[src/rtl/seg7_pkg.sv]
// Shared types and segment encodings for the seven-segment scan driver.
// Segment patterns are active-low: bit 0 = a ... bit 6 = g.
package seg7_pkg;

    typedef logic [3:0] bcd_t;

    localparam logic [6:0] SEG_OFF  = 7'h7F;
    localparam logic [6:0] SEG_DASH = 7'h3F;

    // Codes 10..15 are not valid BCD and render as a dash.
    localparam logic [6:0] SEG_LUT [16] = '{
        7'h40, 7'h79, 7'h24, 7'h30, 7'h19, 7'h12, 7'h02, 7'h78,
        7'h00, 7'h10, SEG_DASH, SEG_DASH, SEG_DASH, SEG_DASH, SEG_DASH, SEG_DASH
    };

    function automatic logic [6:0] seg_decode(input bcd_t digit);
        return SEG_LUT[digit];
    endfunction

endpackage

[src/rtl/seg7_scan_driver_if.sv]
// Digit data, control and display-pin bundle for seg7_scan_driver.
// The master drives digits/controls; the slave (the driver) drives seg/an.
interface seg7_scan_driver_if #(
    parameter int NUM_DIGITS = 2
) ();

    logic [4*NUM_DIGITS-1:0] digit_in;
    logic                    load;
    logic                    blank_lz;
    logic [6:0]              seg;
    logic [NUM_DIGITS-1:0]   an;

    modport master (
        output digit_in,
        output load,
        output blank_lz,
        input  seg,
        input  an
    );

    modport slave (
        input  digit_in,
        input  load,
        input  blank_lz,
        output seg,
        output an
    );

endinterface

[src/rtl/bcd_to_seg7.sv]
// Purely combinational 4-bit code to active-low seven-segment pattern.
module bcd_to_seg7
    import seg7_pkg::*;
(
    input  bcd_t       i_bcd,
    output logic [6:0] o_seg
);

    assign o_seg = seg_decode(i_bcd);

endmodule

[src/rtl/seg7_scan_driver.sv]
// Time-multiplexed common-anode seven-segment driver with a load-strobed shadow
// register, one dead cycle per digit slot and optional leading-zero blanking.
module seg7_scan_driver
    import seg7_pkg::*;
#(
    parameter int NUM_DIGITS  = 2,
    parameter int REFRESH_DIV = 4
) (
    input  logic                clk,
    input  logic                reset,
    seg7_scan_driver_if.slave   bus
);

    localparam int CNT_W = $clog2(REFRESH_DIV);
    localparam int IDX_W = (NUM_DIGITS > 1) ? $clog2(NUM_DIGITS) : 1;
    localparam logic [CNT_W-1:0] CNT_MAX = CNT_W'(REFRESH_DIV - 1);
    localparam logic [IDX_W-1:0] IDX_MAX = IDX_W'(NUM_DIGITS - 1);

    logic [4*NUM_DIGITS-1:0] r_shadow;
    logic [CNT_W-1:0]        r_cnt;
    logic [IDX_W-1:0]        r_idx;
    logic [6:0]              r_seg;
    logic [NUM_DIGITS-1:0]   r_an;

    logic [CNT_W-1:0]        w_cnt_nxt;
    logic [IDX_W-1:0]        w_idx_nxt;
    bcd_t                    w_digits [NUM_DIGITS];
    logic [NUM_DIGITS-1:0]   w_zero_above;
    bcd_t                    w_sel_digit;
    logic [6:0]              w_dec_seg;
    logic                    w_blank;
    logic [6:0]              w_seg_nxt;
    logic [NUM_DIGITS-1:0]   w_an_nxt;

    for (genvar g = 0; g < NUM_DIGITS; g++) begin : g_digits
        assign w_digits[g] = r_shadow[4*g +: 4];
    end

    always_comb begin
        w_cnt_nxt = r_cnt + CNT_W'(1);
        w_idx_nxt = r_idx;
        if (r_cnt == CNT_MAX) begin
            w_cnt_nxt = '0;
            w_idx_nxt = (r_idx == IDX_MAX) ? '0 : r_idx + IDX_W'(1);
        end
    end

    // w_zero_above[i]: digits i..NUM_DIGITS-1 of the shadow are all zero.
    always_comb begin
        w_zero_above = '0;
        for (int i = 0; i < NUM_DIGITS; i++) begin
            w_zero_above[i] = ((r_shadow >> (4 * i)) == '0);
        end
    end

    assign w_sel_digit = w_digits[w_idx_nxt];

    bcd_to_seg7 u_decode (
        .i_bcd (w_sel_digit),
        .o_seg (w_dec_seg)
    );

    assign w_blank = bus.blank_lz && (w_idx_nxt != '0) && w_zero_above[w_idx_nxt];

    // Outputs are registered from the upcoming slot position and the pre-load shadow.
    always_comb begin
        w_an_nxt  = '1;
        w_seg_nxt = SEG_OFF;
        if (w_cnt_nxt != '0) begin
            w_an_nxt[w_idx_nxt] = 1'b0;
            w_seg_nxt           = w_blank ? SEG_OFF : w_dec_seg;
        end
    end

    always_ff @(posedge clk or posedge reset) begin
        if (reset) begin
            r_shadow <= '0;
            r_cnt    <= '0;
            r_idx    <= '0;
            r_an     <= '1;
            r_seg    <= SEG_OFF;
        end else begin
            r_cnt <= w_cnt_nxt;
            r_idx <= w_idx_nxt;
            r_an  <= w_an_nxt;
            r_seg <= w_seg_nxt;
            if (bus.load) begin
                r_shadow <= bus.digit_in;
            end
        end
    end

    assign bus.seg = r_seg;
    assign bus.an  = r_an;

endmodule

[src/flat_wrapper.sv]
// flat-port wrapper written by rule: the top's interface ports become plain ports
module seg7_scan_driver_flat import seg7_pkg::*;
#(
    parameter int NUM_DIGITS  = 2,
    parameter int REFRESH_DIV = 4
)
  (clk, reset, bus_digit_in, bus_load, bus_blank_lz, bus_seg, bus_an);
  seg7_scan_driver_if #(.NUM_DIGITS(NUM_DIGITS)) bus_i ();
  input  logic clk;
  input  logic reset;
  input wire logic [$bits(bus_i.digit_in)-1:0] bus_digit_in;
  input wire logic [$bits(bus_i.load)-1:0] bus_load;
  input wire logic [$bits(bus_i.blank_lz)-1:0] bus_blank_lz;
  output wire logic [$bits(bus_i.seg)-1:0] bus_seg;
  output wire logic [$bits(bus_i.an)-1:0] bus_an;
  assign bus_i.digit_in = bus_digit_in;
  assign bus_i.load = bus_load;
  assign bus_i.blank_lz = bus_blank_lz;
  assign bus_seg = bus_i.seg;
  assign bus_an = bus_i.an;
  seg7_scan_driver #(.NUM_DIGITS(NUM_DIGITS), .REFRESH_DIV(REFRESH_DIV)) u_core (.clk(clk), .reset(reset), .bus(bus_i));
endmodule
[config.mk]
export PLATFORM = sky130hd
export DESIGN_NAME = seg7_scan_driver_flat
export DESIGN_NICKNAME = d
export VERILOG_FILES = /design/src/rtl/seg7_pkg.sv /design/src/rtl/seg7_scan_driver_if.sv /design/src/rtl/bcd_to_seg7.sv /design/src/rtl/seg7_scan_driver.sv /design/src/flat_wrapper.sv
export SDC_FILE = /design/constraint.sdc
export NUM_CORES = 1
export LEC_CHECK = 0
export BUFFER_PORTS_ARGS = -buffer_cell sky130_fd_sc_hd__buf_2
export CAP_MARGIN = 10
export CELL_PAD_IN_SITES_DETAIL_PLACEMENT = 0
export CELL_PAD_IN_SITES_GLOBAL_PLACEMENT = 1
export CORE_MARGIN = 5
export CORE_UTILIZATION = 37
export CTS_CLUSTER_DIAMETER = 80
export DETAILED_ROUTE_END_ITERATION = 16
export PLACE_DENSITY = 0.77
export RECOVER_POWER = 25
export SLEW_MARGIN = 40
export SYNTH_ARGS = -nofsm -noshare
export SYNTH_HDL_FRONTEND = slang
export SYNTH_SLANG_ARGS = --single-unit
[constraint.sdc]
create_clock -name clk -period 2.3 [get_ports clk]
set_clock_uncertainty 0.2 [all_clocks]
set_input_delay 0.115 -clock clk [delete_from_list [all_inputs] [get_ports clk]]
set_output_delay 0.115 -clock clk [all_outputs]
set_load 0.005 [all_outputs]
==> results of run 1 <==
==> layout by cell type, fill, tap and decap left out, drive strengths merged <==
| cell | n |
|---|---|
| a21oi | 4 |
| dfrtp | 11 |
| nand3 | 2 |
| nor3 | 3 |
| and2 | 1 |
| nor2 | 9 |
| a41oi | 1 |
| clkinv | 1 |
| mux2 | 8 |
| o21ai | 5 |
| buf | 27 |
| dlygate4sd3 | 15 |
| clkbuf | 4 |
| nor2b | 2 |
| o211ai | 1 |
| a211oi | 2 |
| ha | 8 |
| inv | 7 |
| nand2 | 1 |
| mux2i | 4 |
| nand2b | 1 |
| dfstp | 9 |
==> area by class of cell <==
type,count,area [µm²]
inverters,8,30.0
multi-input cells,52,467
fillers,236,1110
repair buffers,42,303
flip-flops and latches,20,512
clock buffers,4,36.3
well taps,30,37.5
==> worst max path at each step <==
stage	start	end	slack, ps	depth (start not counted)
global route	u_core.r_cnt[1]$_DFF_PP0_	u_core.bus.seg[0]$_DFF_PP1_	-30	10
finish	u_core.r_cnt[0]$_DFF_PP0_	u_core.bus.seg[3]$_DFF_PP1_	100	10
global placement	u_core.r_cnt[0]$_DFF_PP0_	u_core.bus.seg[0]$_DFF_PP1_	60	10
detailed placement	u_core.r_cnt[0]$_DFF_PP0_	u_core.bus.seg[3]$_DFF_PP1_	-20	10
CTS	u_core.r_cnt[0]$_DFF_PP0_	u_core.bus.seg[5]$_DFF_PP1_	10	10
floorplan	u_core.r_cnt[0]$_DFF_PP0_	u_core.bus.seg[0]$_DFF_PP1_	4	11
==> per-stage QoR <==
stage | cells | hold WS (ps)
2_1_floorplan | 82 | -128
4_1_cts | 153 | 0.714
3_3_place_gp | 134 | 48.6
5_1_grt | 156 | 10.5
6_report | 156 | 6.22
3_5_place_dp | 134 | 63.5
==> registers in the layout, summed over array words and instances (netlist names) <==
register,count
u_core.r_cnt,2
u_core.r_shadow,8
u_core.r_idx,1
u_core.bus.seg,7
u_core.bus.an,2
==> kinds of logic (layout without fill, tap and decap cells) <==
family	count (synthesis)	after routing	synth area share, %
muxes	12	12	13.8
AOI/OAI and AO/OA	13	13	9.19
DFF	20	20	52.9
and+or+nand+nor	19	19	9.31
adders and majority gates	8	8	10.3
buffers and inverters	10	54	4.40
==> what timing repair did <==
action | 4_1_cts | 5_1_grt
pin swaps | 0 | 5
endpoints found under the setup margin | 4 | 4
setup buffers | 0 | 3
resized for setup | 2 | 4
hold buffers | 15 | 0
endpoints found under the hold margin | 21 | 0
==> power groups by stage <==
stage                     Clock [mW]  Sequential (mW)  Combinational, mW
after floorplan                    0            0.427             0.0799
after global placement             0            0.429              0.133
after detailed placement           0            0.432              0.134
after CTS                      0.208            0.426              0.162
after global routing           0.228            0.432              0.184
final                          0.199            0.427              0.163
==> metal layers <==
layer	GRT usage [%]	up-vias	wire length, µm
li1	-	363	-
met1	13.0	341	784
met2	21.3	22	982
met3	2.52	4	119
met4	5.57	0	41
met5	0	-	0
==> results.py, run 1 <==
metrics = {
    "status": {
        "status": "finished clean",
    },
    "cts": {
        "clkTransAtPathRegs_ps": 110,
        "clkSinkCount": 20,
        "cts-htree-levels": 1,
        "tritoncts": "done",
        "worst_skew_pair.late_latency_ps": 290,
        "tritoncts.num_buffers": 3,
        "root_buffer": "clkbuf_4",
        "clock_path_buffers": 2,
    },
    "sta": {
        "report.final.slew_viol_count": 0,
        "finalSetupTns_ps": 0,
        "finalHoldViolCount": 0,
        "period_share_pct": 95.8,
        "slew_headroom_pct": 56.8,
        "finalSetupViolCount": 0,
        "setup_ws_ps": 96.8,
        "period_needed_ps": 2200,
        "worst_slew_pin_slew_ps": 644,
        "clock.fmax_mhz": 454,
    },
    "global_route": {
        "grt_pass1_wl_mm": 3.19,
        "gr-total-overflow": 0,
        "grt_pass1_vias": 741,
        "antenna_found_initial": 0,
        "grt_max_degree": 21,
        "track_usage_pct": 11.8,
    },
    "critical_path": {
        "endpoint_kind": "flop",
        "critPathRequiredTime_ps": 2330,
        "slowest_delay_ps": 400,
        "cpMaxStageDelayCell": "dfrtp_1",
        "r2r-start": "u_core.r_cnt[0]$_DFF_PP0_",
        "cp.arrival_ps": 2230,
        "crit_path_cell_trace": "ha_4, inv_1, ha_4, mux2i_4, inv_1, ha_1, nor2_1, nor2_1, a21oi_2, o21ai_1",
        "reg2reg_slack_ps": 100,
        "cp_top_family": "adder cells",
        "cp_num_buf_inv": 2,
        "r2r-end": "u_core.bus.seg[3]$_DFF_PP1_",
        "critPathKind": "flop to flop",
        "start_kind": "flop",
        "cp_max_fo": 5,
        "reg2regPathDepth": 10,
    },
    "min_path": {
        "min_path_type": "primary input to flop",
        "hold_path_depth": 2,
        "hold_path_end": "u_core.r_shadow[1]$_DFFE_PP0P_",
        "worstHoldStart": "bus_load",
    },
    "synth": {
        "synthTopCellsByArea": "dfrtp_1, dfstp_2, ha_1, mux2_2, nor2_1",
        "ys_ff_latch": 20,
        "synthesis.nets": 102,
        "synthTopCellsByCount": "dfrtp_1, dfstp_2, nor2_1, ha_1, inv_1",
        "synth_area_um2": 967,
        "yosysSeqAreaShare_pct": 52.9,
        "yosys_warnings": 0,
        "synth_top_area_cell": "dfrtp_1",
        "synth.most_common_cell": "dfrtp_1",
        "synth_top_area_share_pct": 28.5,
        "synth.avg_cell_area_um2": 11.8,
        "synth_edf_count": 0,
        "synthCells": 82,
        "synth_flop_cell": "dfrtp_1",
        "async_flop_share_pct": 100,
        "ys_types": 24,
    },
    "finish": {
        "final_core_util_pct": 55.4,
        "nets": 147,
        "final_area_mm2": 0.00139,
        "areaGrowthSynthToFinish_pct": 43.2,
        "antenna_cells": 0,
        "final_layout_size_suffix_gt1_share_pct": 42.9,
    },
    "drt": {
        "drt-total-wl_mm": 1.93,
        "vias": 730,
        "drt_iter0_drc": 6,
        "vias_per_cell": 4.68,
        "detail_route.drc_violations": 0,
        "first_pass_iters": 3,
        "ant_nets": 0,
        "avgRoutedWirePerCell_um": 12.4,
    },
    "die": {
        "core-area_mm2": 0.00250,
        "die_w_um": 61.1,
        "num_rows": 18,
        "die-area_mm2": 0.00374,
        "die_h_um": 61.1,
        "start_util_pct": 38.7,
        "ios": 21,
    },
    "placed_design": {
        "io_buffers": 20,
        "dpl_cell_area_mm2": 0.00114,
        "gp_congestion": 0.741,
        "dp_hpwl_mm": 1.39,
        "pre_cts_ws_ps": -15.3,
    },
    "power": {
        "p_leak_nw": 0.618,
        "clockPowerShare_pct": 25.2,
        "power_density_mw_per_mm2": 570,
        "comb_power_share_pct": 20.7,
        "ir_worst_vdd_mv": 0.354,
        "total_power_mw": 0.789,
        "p_switching_mw": 0.201,
        "swShare_pct": 25.4,
        "p_int_mw": 0.588,
        "seq_power_share_pct": 54.1,
    },
    "flow_run": {
        "maxCapViolations": 0,
    },
}
No activity file was read; power rests on OpenSTA's default activity.
==> inputs of run 2 (changes only) <==
--- a/config.mk
+++ b/config.mk
@@ -7,13 +7,13 @@
 export LEC_CHECK = 0
 export BUFFER_PORTS_ARGS = -buffer_cell sky130_fd_sc_hd__buf_2
 export CAP_MARGIN = 10
-export CELL_PAD_IN_SITES_DETAIL_PLACEMENT = 0
-export CELL_PAD_IN_SITES_GLOBAL_PLACEMENT = 1
+export CELL_PAD_IN_SITES_DETAIL_PLACEMENT = 1
+export CELL_PAD_IN_SITES_GLOBAL_PLACEMENT = 2
 export CORE_MARGIN = 5
-export CORE_UTILIZATION = 37
+export CORE_UTILIZATION = 34
 export CTS_CLUSTER_DIAMETER = 80
 export DETAILED_ROUTE_END_ITERATION = 16
-export PLACE_DENSITY = 0.77
+export PLACE_DENSITY = 0.81
 export RECOVER_POWER = 25
 export SLEW_MARGIN = 40
 export SYNTH_ARGS = -nofsm -noshare
==> constraint.sdc (replaced) <==
create_clock -name clk -period 2.2 [get_ports clk]
set_clock_uncertainty 0.2 [all_clocks]
set_input_delay 0.11 -clock clk [delete_from_list [all_inputs] [get_ports clk]]
set_output_delay 0.11 -clock clk [all_outputs]
set_load 0.005 [all_outputs]
==> run 2 against run 1 <==
Clock power shrank 7%. Non-clock buffer count grew 1. Critical path type unchanged. Power grew 5.0%. Critical endpoint is now u_core.bus.seg[6]$_DFF_PP1_. Wire length grew 16%.
==> results.py, run 2 (synthesized netlist as in run 1, its figures left out) <==
metrics = {
    "status": {
        "status": "finished clean",
    },
    "min_path": {
        "hold_path_end": "u_core.r_shadow[0]$_DFFE_PP0P_",
        "hold_path_depth": 2,
        "min_path_type": "primary input to flop",
        "worstHoldStart": "bus_load",
    },
    "finish": {
        "final_layout_size_suffix_gt1_share_pct": 52.0,
        "final_cells": 158,
        "areaGrowthSynthToFinish_pct": 47.5,
        "nets": 148,
        "final_cell_mix": "buf_2, dlygate4sd3_1, dfrtp_1, dfstp_2, buf_4",
        "final_common_cell": "buf_2",
        "antenna_cells": 0,
        "largest_reg_flops": 8,
        "top_register": "u_core.r_shadow",
    },
    "global_route": {
        "grt_pass1_vias": 869,
        "grt_pass1_wl_mm": 3.90,
        "antenna_found_initial": 0,
        "track_usage_pct": 11.8,
        "gr-total-overflow": 0,
        "grt_max_degree": 21,
    },
    "drt": {
        "drt-total-wl_mm": 2.23,
        "first_pass_iters": 3,
        "avgRoutedWirePerCell_um": 14.1,
        "ant_nets": 0,
        "vias": 754,
        "detail_route.drc_violations": 0,
        "drt_iter0_drc": 18,
        "vias_per_cell": 4.77,
    },
    "die": {
        "die-area_mm2": 0.00401,
        "core-area_mm2": 0.00273,
        "die_h_um": 63.3,
        "num_rows": 19,
        "die_w_um": 63.3,
        "start_util_pct": 35.4,
        "ios": 21,
    },
    "cts": {
        "clkSinkCount": 20,
        "clock_path_buffers": 2,
        "cts-htree-levels": 1,
        "tritoncts.num_buffers": 3,
        "tritoncts": "done",
        "root_buffer": "clkbuf_4",
        "clkTransAtPathRegs_ps": 120,
        "worst_skew_pair.late_latency_ps": 300,
    },
    "sta": {
        "clock.fmax_mhz": 465,
        "period_needed_ps": 2150,
        "period_share_pct": 97.8,
        "finalSetupTns_ps": 0,
        "report.final.slew_viol_count": 0,
        "rsz0062_at_grt": "true",
        "worst_slew_pin_slew_ps": 737,
        "finalSetupViolCount": 0,
        "slew_headroom_pct": 50.8,
        "finalHoldViolCount": 0,
    },
    "power": {
        "p_int_mw": 0.597,
        "ir_worst_vdd_mv": 0.374,
        "p_switching_mw": 0.231,
        "seq_power_share_pct": 54.2,
        "swShare_pct": 27.9,
        "power_density_mw_per_mm2": 581,
        "comb_power_share_pct": 23.4,
        "clockPowerShare_pct": 22.4,
        "p_leak_nw": 0.625,
    },
    "critical_path": {
        "cp.arrival_ps": 2180,
        "r2r-end": "u_core.bus.seg[6]$_DFF_PP1_",
        "reg2regPathDepth": 10,
        "critPathKind": "flop to flop",
        "reg2reg_slack_ps": 50,
        "endpoint_kind": "flop",
        "cp_max_fo": 5,
        "crit_path_cell_trace": "ha_4, inv_4, ha_4, mux2i_4, inv_2, ha_2, inv_2, a21oi_1, a21oi_2, o21ai_1",
        "critPathRequiredTime_ps": 2220,
        "slowest_delay_ps": 410,
        "cpMaxStageDelayCell": "dfrtp_1",
        "start_kind": "flop",
        "r2r-start": "u_core.r_cnt[0]$_DFF_PP0_",
    },
    "placed_design": {
        "dp_hpwl_mm": 1.68,
        "dp_cells": 136,
        "gp_congestion": 0.752,
        "io_buffers": 20,
    },
    "flow_run": {
        "maxCapViolations": 0,
    },
}
-- run 2: changes by cell type in the layout (fill, tap and decap cells not counted), sizes merged --
cell / change
buf: +1
clkinv: -1
inv: +1
-- run 2: critical path, delay by kind of cell (launching register included) --
family / cells / cell delay, ps
muxes: 1 / 300
DFF: 1 / 410
buffers and inverters: 3 / 170
AOI/OAI and AO/OA: 3 / 320
adders and majority gates: 3 / 660
-- run 2: power by group through the flow --
stage                     Sequential, mW  Clock, mW  Combinational [mW]
final                              0.449      0.185               0.194
after global routing               0.457      0.206               0.216
after global placement             0.450          0               0.144
after CTS                          0.447      0.190               0.178
after detailed placement           0.452          0               0.149
after floorplan                    0.448          0              0.0847
-- run 2: per-stage QoR --
step | area, µm² | worst slack (ps) | power [mW] | util (%) | hold slack [ps]
floorplan | 998 | 4.04 | 0.533 | - | -133
global placement | 1160 | 66.9 | 0.594 | 42.4 | 45.2
detailed placement | 1160 | -67.8 | 0.601 | 42.4 | 73.9
CTS | 1370 | 9.00 | 0.815 | 49.9 | 3.56
global route | 1430 | -59.1 | 0.879 | 52.2 | 28.4
finish | 1430 | 48.2 | 0.829 | 52.2 | 8.65
-- run 2: area by class of cell --
class                   count  area (µm²)
clock buffers               4        26.3
inverters                   8        32.5
fillers                   292        1310
repair buffers             43         310
flip-flops and latches     20         512
multi-input cells          52         507
well taps                  31        38.8
-- run 2: how the worst max path moves through the flow --
stage / cells after the start / slack [ps] / endpoint / startpoint
CTS: 10 / 9 / u_core.bus.seg[0]$_DFF_PP1_ / u_core.r_cnt[1]$_DFF_PP0_
floorplan: 11 / 4 / u_core.bus.seg[0]$_DFF_PP1_ / u_core.r_cnt[0]$_DFF_PP0_
detailed placement: 10 / -70 / u_core.bus.seg[6]$_DFF_PP1_ / u_core.r_cnt[0]$_DFF_PP0_
global route: 10 / -60 / u_core.bus.seg[6]$_DFF_PP1_ / u_core.r_cnt[0]$_DFF_PP0_
global placement: 10 / 70 / u_core.bus.seg[6]$_DFF_PP1_ / u_core.r_cnt[0]$_DFF_PP0_
finish: 10 / 50 / u_core.bus.seg[6]$_DFF_PP1_ / u_core.r_cnt[0]$_DFF_PP0_
-- run 2: per-layer routing --
layer / global-route usage (%) / vias to the layer above / routed length (µm)
li1: - / 368 / -
met1: 13.8 / 362 / 899
met2: 21.4 / 22 / 1190
met3: 3.20 / 2 / 139
met4: 2.34 / 0 / 8
met5: 0 / - / 0
-- run 2: what timing repair did --
| item | CTS | global route |
|---|---|---|
| setup buffers | 1 | 2 |
| pin swaps | 3 | 6 |
| resized for setup | 5 | 14 |
| endpoints found under the setup margin | 4 | 5 |
| hold buffers | 15 | 0 |
| endpoints found under the hold margin | 21 | 0 |
